--- config.mk ---
export PLATFORM = sky130hd
export DESIGN_NAME = fetch_sequencer
export DESIGN_NICKNAME = d
export VERILOG_FILES = /design/src/rtl/fetch_pkg.sv /design/src/rtl/branch_target_calc.sv /design/src/rtl/fetch_sequencer.sv
export SDC_FILE = /design/constraint.sdc
export NUM_CORES = 1
export LEC_CHECK = 0
export ABC_CLOCK_PERIOD_IN_PS = 1900
export BUFFER_PORTS_ARGS = -buffer_cell sky130_fd_sc_hd__buf_2
export CORE_MARGIN = 8
export CORE_UTILIZATION = 37
export CTS_CLUSTER_DIAMETER = 40
export CTS_CLUSTER_SIZE = 40
export DETAILED_ROUTE_END_ITERATION = 7
export PLACE_DENSITY = 0.7
export RECOVER_POWER = 100
export SETUP_SLACK_MARGIN = 0.4
export SYNTH_ARGS = -nofsm -noshare
export SYNTH_HDL_FRONTEND = slang
export SYNTH_SLANG_ARGS = --single-unit
--- constraint.sdc ---
create_clock -name clk -period 1.9 [get_ports clk]
set_clock_uncertainty 0.1 [all_clocks]
set_input_delay 0 -clock clk [delete_from_list [all_inputs] [get_ports clk]]
set_output_delay 0 -clock clk [all_outputs]
set_load 0.1 [all_outputs]
--- src/rtl/fetch_pkg.sv ---
// Shared definitions for the instruction-fetch slice: state encoding,
// default geometry and the branch-offset sign-extension helper.
package fetch_pkg;

  localparam int          FETCH_ADDR_W      = 8;
  localparam logic [31:0] DEFAULT_HALT_WORD = 32'hFFFF_FFFF;

  typedef enum logic [1:0] {
    IDLE = 2'd0,
    RUN  = 2'd1,
    HALT = 2'd2
  } fetch_state_t;

  // Callers truncate the 32-bit result to their own PC width (ADDR_W <= 32).
  function automatic logic [31:0] sext16(input logic [15:0] value);
    return {{16{value[15]}}, value};
  endfunction

endpackage

--- src/rtl/branch_target_calc.sv ---
// Combinational BEQ-style target: branch PC + 1 + signed word offset,
// wrapped to the PC width. Also usable by the execute stage.
module branch_target_calc
  import fetch_pkg::*;
#(
  parameter int ADDR_W = FETCH_ADDR_W
) (
  input  logic [ADDR_W-1:0] i_branch_pc,
  input  logic [15:0]       i_branch_offset,
  output logic [ADDR_W-1:0] o_target
);

  assign o_target = ADDR_W'(32'(i_branch_pc) + 32'd1 + sext16(i_branch_offset));

endmodule

--- src/rtl/fetch_sequencer.sv ---
// Instruction fetch sequencer: owns the PC, registers the memory word and
// hands it to decode over valid/ready, with branch redirect and halt.
module fetch_sequencer
  import fetch_pkg::*;
#(
  parameter int                ADDR_W    = FETCH_ADDR_W,
  parameter logic [ADDR_W-1:0] RESET_PC  = '0,
  parameter logic [31:0]       HALT_WORD = DEFAULT_HALT_WORD,
  parameter int                CNT_W     = 16
) (
  input  logic              clk,
  input  logic              reset,
  input  logic              start,
  output logic [31:0]       mem_addr,
  input  logic [31:0]       mem_rdata,
  output logic [31:0]       if_instr,
  output logic [ADDR_W-1:0] if_pc,
  output logic              if_valid,
  input  logic              id_ready,
  input  logic              branch_taken,
  input  logic [ADDR_W-1:0] branch_pc,
  input  logic [15:0]       branch_offset,
  output logic              halted,
  output logic [1:0]        state_o,
  output logic [CNT_W-1:0]  fetch_count
);

  fetch_state_t      r_state;
  logic [ADDR_W-1:0] r_pc;
  logic [31:0]       r_if_instr;
  logic [ADDR_W-1:0] r_if_pc;
  logic              r_if_valid;
  logic              r_halted;
  logic [CNT_W-1:0]  r_count;

  fetch_state_t      w_state_nxt;
  logic [ADDR_W-1:0] w_pc_nxt;
  logic [31:0]       w_instr_nxt;
  logic [ADDR_W-1:0] w_ifpc_nxt;
  logic              w_valid_nxt;
  logic              w_halted_nxt;
  logic [ADDR_W-1:0] w_target;
  logic              w_adv;
  logic              w_accept;
  logic              w_count_en;

  branch_target_calc #(
    .ADDR_W(ADDR_W)
  ) u_target (
    .i_branch_pc    (branch_pc),
    .i_branch_offset(branch_offset),
    .o_target       (w_target)
  );

  assign w_adv    = !r_if_valid || id_ready;
  assign w_accept = r_if_valid && id_ready;
  // A redirect in RUN flushes the presented word, so that handshake is not counted.
  assign w_count_en = w_accept && !(branch_taken && (r_state == RUN)) &&
                      (r_count != {CNT_W{1'b1}});

  always_comb begin
    w_state_nxt  = r_state;
    w_pc_nxt     = r_pc;
    w_instr_nxt  = r_if_instr;
    w_ifpc_nxt   = r_if_pc;
    w_valid_nxt  = r_if_valid;
    w_halted_nxt = r_halted;
    case (r_state)
      IDLE: begin
        w_valid_nxt = 1'b0;
        if (branch_taken) begin
          w_pc_nxt = w_target;
        end else if (start) begin
          w_state_nxt = RUN;
        end
      end
      RUN: begin
        if (branch_taken) begin
          w_pc_nxt    = w_target;
          w_valid_nxt = 1'b0;
        end else if (w_adv && (mem_rdata == HALT_WORD)) begin
          w_valid_nxt  = 1'b0;
          w_state_nxt  = HALT;
          w_halted_nxt = 1'b1;
        end else if (w_adv) begin
          w_instr_nxt = mem_rdata;
          w_ifpc_nxt  = r_pc;
          w_valid_nxt = 1'b1;
          w_pc_nxt    = r_pc + ADDR_W'(1);
        end
      end
      HALT: begin
        // A word still on the interface may drain but is never refilled.
        if (w_accept) begin
          w_valid_nxt = 1'b0;
        end
      end
      default: begin
        w_state_nxt = IDLE;
        w_valid_nxt = 1'b0;
      end
    endcase
  end

  always_ff @(posedge clk or posedge reset) begin
    if (reset) begin
      r_state    <= IDLE;
      r_pc       <= RESET_PC;
      r_if_instr <= '0;
      r_if_pc    <= '0;
      r_if_valid <= 1'b0;
      r_halted   <= 1'b0;
      r_count    <= '0;
    end else begin
      r_state    <= w_state_nxt;
      r_pc       <= w_pc_nxt;
      r_if_instr <= w_instr_nxt;
      r_if_pc    <= w_ifpc_nxt;
      r_if_valid <= w_valid_nxt;
      r_halted   <= w_halted_nxt;
      if (w_count_en) begin
        r_count <= r_count + CNT_W'(1);
      end
    end
  end

  assign mem_addr    = 32'(r_pc);
  assign if_instr    = r_if_instr;
  assign if_pc       = r_if_pc;
  assign if_valid    = r_if_valid;
  assign halted      = r_halted;
  assign state_o     = r_state;
  assign fetch_count = r_count;

endmodule
==> results of run 1 <==
## final cells by class
class,count,area (µm²),area share
clock buffers,9,123.9,0.02275
clock inverters,7,51.30,0.009421
inverters,10,41.29,0.007583
multi-input cells,219,1928,0.3541
flip-flops and latches,68,1729,0.3176
well taps,129,161.4,0.02964
repair buffers,204,1410,0.2590
## placed cells by master (no fill, tap or decap), drive strengths merged, types with 2 or more instances in the layout
cell type    synthesis  final
buf                 29     98
clkbuf               2     81
dfrtp               68     68
mux2                42     42
dlygate4sd3          0     34
conb                 1     24
nand4               17     17
xnor2               15     15
nor2                12     12
nand2               11     11
nand3               11     11
inv                 10     10
o21ai                9      9
ha                   9      9
a21oi                7      7
nor4                 6      6
xor2                 5      5
o211ai               4      4
o21a                 4      4
and3                 4      4
clkinv               0      4
or4                  3      3
or3                  3      3
clkinvlp             0      3
nand2b               3      3
a31oi                3      3
nor2b                3      3
a211oi               3      3
a311oi               3      3
o31ai                2      2
a22oi                2      2
nor3                 2      2
o22ai                2      2
## metal layers
metal,part of all wire,routed length [µm],vias to the layer above,track usage
met3,0.094,1027,14,0.06230
met1,0.40,4365,1513,0.1827
met5,0,0,-,0
met4,0.013,142,0,0.03819
met2,0.49,5362,141,0.2873
li1,-,-,1484,-
## report_power, final
group / internal [mW] / leakage (nW) / total (mW) / switching, mW
clock network: 0.477 / 0.0856 / 1.06 / 0.585
registers: 1.70 / 0.786 / 1.90 / 0.203
logic: 0.780 / 1.75 / 3.33 / 2.55
## kinds of logic (layout without fill, tap and decap cells)
kind of cell | count (synthesis) | count (layout) | synth area share
compound gates | 46 | 46 | 0.08991
xor+xnor | 20 | 20 | 0.04995
fa+ha+maj | 10 | 10 | 0.03782
buf+inv | 41 | 230 | 0.07849
flops | 68 | 68 | 0.4852
mux | 42 | 42 | 0.1349
other cells | 1 | 24 | 0.001069
simple gates | 77 | 77 | 0.1227
## stage by stage
step,utilization,setup TNS [ns],total power [mW],setup WS [ns],instance area (µm²)
floorplan,-,-19.65,4.413,-0.4050,3717
global placement,0.4837,-15.21,4.887,-0.3623,4469
detailed placement,0.4837,-17.24,4.919,-0.4193,4469
CTS,0.5697,0,6.191,0.03078,5264
global route,0.5893,-1.595,6.548,-0.06761,5445
finish,0.5893,-0.2017,6.289,-0.02705,5445
## critical path, delay by kind of cell
| kind | cells | cell delay [ns] |
|---|---|---|
| buffers and inverters | 2 | 0.26 |
| and+or+nand+nor | 4 | 1.47 |
| muxes | 1 | 0.32 |
## registers in the layout (all words and copies together), names as in the netlist
register and flops:
if_valid 1, r_pc 8, halted 1, fetch_count 16, if_instr 32, state_o 2
if_pc 8
## repair_timing
action | 4_1_cts | 5_1_grt
gates resized for setup | 31 | 37
hold buffers | 34 | 0
endpoints found under the hold margin | 66 | 0
setup buffers | 16 | 4
gates cloned | 1 | 1
pin swaps | 17 | 13
setup endpoints to repair | 66 | 68
## worst max path at each step
stage,start,end,slack (ns),cells past startpoint
floorplan,if_valid$_DFFE_PP0P_,if_instr[0]$_DFFE_PP0P_,-0.41,7
global placement,mem_rdata[7],if_instr[0]$_DFFE_PP0P_,-0.36,7
detailed placement,mem_rdata[6],if_pc[1]$_DFFE_PP0P_,-0.42,7
CTS,mem_rdata[7],if_pc[1]$_DFFE_PP0P_,0.03,7
global route,mem_rdata[30],if_pc[0]$_DFFE_PP0P_,-0.07,7
finish,mem_rdata[5],if_pc[0]$_DFFE_PP0P_,-0.03,7
==> results.sh, run 1 <==
export IMPL_synth_cells=305
export IMPL_yosysUniqueCellTypes=45
export IMPL_peakVddDrop_mv=0.6588
export IMPL_critPathArrivalTime_ns=2.05
export IMPL_path_clk_slew_ns=0.08
export IMPL_rows=35
export IMPL_grt_pass1_vias=3437
export IMPL_die_w_um=113.4
export IMPL_wl_per_cell_um=16.87
export IMPL_placedCellCount=574
export IMPL_post_dp_hpwl_um=7421
export IMPL_r2r_slack_ns=0.03
export IMPL_min_to="state_o[0]$_DFFE_PP0P_"
export IMPL_criticalPathCategory="input pin to flop"
export IMPL_port_buffers=120
export IMPL_core_area_um2=9240
export IMPL_yosysMostFrequentCell="dfrtp_1"
export IMPL_avgViaCountPerCell=4.879
export IMPL_setup_viol=21
export IMPL_dr_first_iter_drc_count=98
export IMPL_post_route_period_util=1.014
export IMPL_slowest_stage="or4_4"
export IMPL_netlist_area_leader_share=0.4852
export IMPL_hold_viol=0
export IMPL_clock_sinks=68
export IMPL_yosysWarnings=0
export IMPL_crit_top_cell="or4_4"
export IMPL_synth_largest_area_cell="dfrtp_1"
export IMPL_hold_class="input pin to flop"
export IMPL_cp_required_ns=2.03
export IMPL_final_min_clock_period_ns=1.927
export IMPL_clockRootBuffer="clkbuf_8"
export IMPL_slew_violations=0
export IMPL_fin_nets=583
export IMPL_powerDensity_nw_per_um2=1155
export IMPL_cts_htree_levels=3
export IMPL_grt_max_degree=36
export IMPL_boundaryPins=153
export IMPL_grt_overflow_total=0
export IMPL_setup_slack_ns=-0.02705
export IMPL_power_leakage_nw=2.618
export IMPL_clock_fmax_mhz=518.9
export IMPL_outcome="complete, but fails checks"
export IMPL_die_area_um2=12850
export IMPL_grt_first_pass_wirelength_um=17120
export IMPL_async_reset_ff_frac=1.000
export IMPL_r2r_cells=5
export IMPL_synth_top_flop_cell="dfrtp_1"
export IMPL_synth_commonest_cells="dfrtp_1, mux2_2, buf_4"
export IMPL_antennaDiodeCount=0
export IMPL_critPathMaxStageDelay_ns=0.57
export IMPL_cp_max_fo=6
export IMPL_r2r_end="if_pc[0]$_DFFE_PP0P_"
export IMPL_synth_seq_cells=68
export IMPL_cts_tree="yes"
export IMPL_start_kind="input pin"
export IMPL_syn_cell_area_um2=3507
export IMPL_insertion_delay_ns=0.33
export IMPL_worstReg2RegStart="if_valid$_DFFE_PP0P_"
export IMPL_seq_area_frac_synth=0.4852
export IMPL_antenna_found_initial=0
export IMPL_fill_cells=743
export IMPL_min_from="branch_taken"
export IMPL_slew_headroom=0.5020
export IMPL_rsz0062_at_grt="true"
export IMPL_firstDrtPassIters=4
export IMPL_drv_cap=0
export IMPL_drc=0
export IMPL_worst_pin_slew_ns=0.7454
export IMPL_postSynthAreaPerCell_um2=11.50
export IMPL_wirelength_um=10900
export IMPL_gp_congestion=0.8817
export IMPL_clockBufferDepth=2
export IMPL_ant_nets=0
export IMPL_synth_area_leaders="dfrtp_1, mux2_2, buf_4"
export IMPL_syn_to_final_growth_pct=55.26
export IMPL_grt_use_total=0.1636
export IMPL_violations="negative setup slack"
export IMPL_numCtsBuffers=9
export IMPL_holdPathStages=3
export IMPL_die_y_um=113.4
export IMPL_path_cells="buf_6 -> nand4_1 -> or4_4 -> or4_4 -> nand3_4 -> clkbuf_16 -> mux2_2"
export IMPL_final_layout_size_suffix_gt1_frac=0.5416
export IMPL_synth_edf_count=0
export IMPL_vias=3152
export IMPL_timing_hold_ws_ns=0.03815
export IMPL_endpoint_kind="flop"
export IMPL_stdcell_count=646
export IMPL_start_util=0.3796
No activity file was read; power rests on OpenSTA's default activity.
==> inputs of run 2 (changes only) <==
==> constraint.sdc (replaced) <==
create_clock -name clk -period 1.9 [get_ports clk]
set_clock_uncertainty 0.1 [all_clocks]
set_input_delay 0.475 -clock clk [delete_from_list [all_inputs] [get_ports clk]]
set_output_delay 0.475 -clock clk [all_outputs]
set_load 0.1 [all_outputs]
==> run 2 against run 1 <==
- the flow still finishes with violations (negative setup slack)
- utilization up 4.6 points
- clock power about the same
- setup slack lost 0.34 ns
- largest power group unchanged
- largest cell class unchanged
==> results.sh, run 2 (synthesis gave the netlist of run 1 again) <==
export IMPL_cts_tree="yes"
export IMPL_dr_first_iter_drc_count=128
export IMPL_numCtsBuffers=9
export IMPL_worstReg2RegStart="state_o[1]$_DFFE_PP0P_"
export IMPL_grt_first_pass_wirelength_um=19260
export IMPL_grt_overflow_total=0
export IMPL_multi_input_area_um2=1916
export IMPL_drc=0
export IMPL_fin_nets=595
export IMPL_min_from="mem_rdata[29]"
export IMPL_post_route_period_util=1.194
export IMPL_critPathArrivalTime_ns=2.40
export IMPL_antennaDiodeCount=0
export IMPL_final_seq_area_um2=1735
export IMPL_die_w_um=113.4
export IMPL_cts_htree_levels=3
export IMPL_criticalPathCategory="input pin to flop"
export IMPL_post_dp_hpwl_um=7463
export IMPL_boundaryPins=153
export IMPL_path_clk_slew_ns=0.07
export IMPL_power_leakage_nw=2.836
export IMPL_wirelength_um=12310
export IMPL_grt_max_degree=69
export IMPL_design_area_um2=5874
export IMPL_peakVddDrop_mv=0.9274
export IMPL_setup_slack_ns=-0.3689
export IMPL_setup_viol=50
export IMPL_drv_cap=0
export IMPL_slew_headroom=0.3724
export IMPL_powerDensity_nw_per_um2=1188
export IMPL_final_min_clock_period_ns=2.269
export IMPL_layout_commonest_cell="buf_4"
export IMPL_die_area_um2=12850
export IMPL_endpoint_kind="flop"
export IMPL_port_buffers=120
export IMPL_grt_use_total=0.1892
export IMPL_cp_max_fo=12
export IMPL_grt_use_met1=0.2001
export IMPL_grt_met2_usage=0.3456
export IMPL_antenna_found_initial=0
export IMPL_largest_register_ffs=32
export IMPL_avgViaCountPerCell=4.994
export IMPL_wl_per_cell_um=18.71
export IMPL_slew_violations=0
export IMPL_vias=3286
export IMPL_final_util=0.6357
export IMPL_rsz0062_at_grt="true"
export IMPL_grt_pass1_vias=3574
export IMPL_use_met3=0.06816
export IMPL_totalNegativeSetupSlack_ns=-14.91
export IMPL_worst_pin_slew_ns=0.9414
export IMPL_grt_busiest_layer="met2"
export IMPL_hold_viol=0
export IMPL_gp_congestion=0.8420
export IMPL_fill_cells=671
export IMPL_place_area_um2=4564
export IMPL_clockRootBuffer="clkbuf_8"
export IMPL_start_util=0.3796
export IMPL_clock_sinks=68
export IMPL_start_kind="input pin"
export IMPL_ant_nets=0
export IMPL_p_total_mw=6.977
export IMPL_clock_fmax_mhz=440.7
export IMPL_most_common_layout_cells="buf_4, buf_2, dfrtp_1"
export IMPL_hold_class="input pin to flop"
export IMPL_final_layout_size_suffix_gt1_frac=0.6030
export IMPL_firstDrtPassIters=4
export IMPL_violations="negative setup slack"
export IMPL_cts_hold_buf=0
export IMPL_clockBufferDepth=2
export IMPL_syn_to_final_growth_pct=67.50
export IMPL_die_y_um=113.4
export IMPL_insertion_delay_ns=0.34
export IMPL_rows=35
export IMPL_core_area_um2=9240
export IMPL_dp_slack_ns=-0.7717
export IMPL_outcome="complete, but fails checks"
export IMPL_cp_required_ns=2.03
export IMPL_crit_start="mem_rdata[29]"
## run 2: cell count changes in the layout (fill, tap and decap cells not counted), sizes merged
cell         before  now
buf              98  194
clkbuf           81   36
clkinv            4    2
clkinvlp          3    1
dlygate4sd3      34    0
inv              10    9
## run 2: final cells by class
| cell class | count | share of cell area |
|---|---|---|
| Clock buffer | 14 | 0.02769 |
| Clock inverter | 2 | 0.001704 |
| Inverter | 10 | 0.007455 |
| Multi-Input combinational cell | 219 | 0.3261 |
| Sequential cell | 68 | 0.2954 |
| Tap cell | 129 | 0.02748 |
| Timing Repair Buffer | 216 | 0.3142 |
## run 2: timing repair
action / CTS / global route
gates resized for setup: 315 / 31
buffers inserted: 42 / 18
endpoints found under the hold margin: 0 / 0
pin swaps: 18 / 9
endpoints found under the setup margin: 136 / 136
## run 2: worst max-delay path: stages
cell and delay [ns]:
buf_6 0.07, nand4_1 0.16, or4_4 0.55, or4_4 0.45, nand3_4 0.16, buf_12 0.17
mux2_2 0.35
## run 2: path summary, 6_finish.rpt
| path | slack [ns] | depth (start not counted) | endpoint |
|---|---|---|---|
| min in group asynchronous | 0.37 | 3 | fetch_count[15]$_DFFE_PP0P_ |
| max in group asynchronous | 0.63 | 3 | state_o[0]$_DFFE_PP0P_ |
| worst max-delay path | -0.37 | 7 | if_instr[31]$_DFFE_PP0P_ |
| worst min-delay path | 0.26 | 2 | if_instr[29]$_DFFE_PP0P_ |
| worst max register to register | -0.13 | 7 | r_pc[4]$_DFFE_PP0P_ |
| worst min register to register | 0.41 | 1 | if_instr[19]$_DFFE_PP0P_ |
## run 2: power by group
part	total, mW	internal [mW]	switching [mW]
Sequential	1.92	1.70	0.218
Combinational	3.97	1.26	2.70
Clock	1.09	0.544	0.548
Total	6.98	3.51	3.47
## run 2: metrics by stage
| step | instances | hold WS (ns) |
|---|---|---|
| 3_3_place_gp | 582 | 0.3393 |
| 6_report | 658 | 0.2631 |
| 4_1_cts | 640 | 0.1356 |
| 2_1_floorplan | 328 | 0.5254 |
| 3_5_place_dp | 582 | 0.3413 |
| 5_1_grt | 658 | 0.2429 |
## run 2: routing by layer
| metal | share of wire | routed length [µm] |
|---|---|---|
| met4 | 0.011 | 140 |
| met5 | 0 | 0 |
| met1 | 0.38 | 4703 |
| met3 | 0.079 | 977 |
| met2 | 0.53 | 6489 |
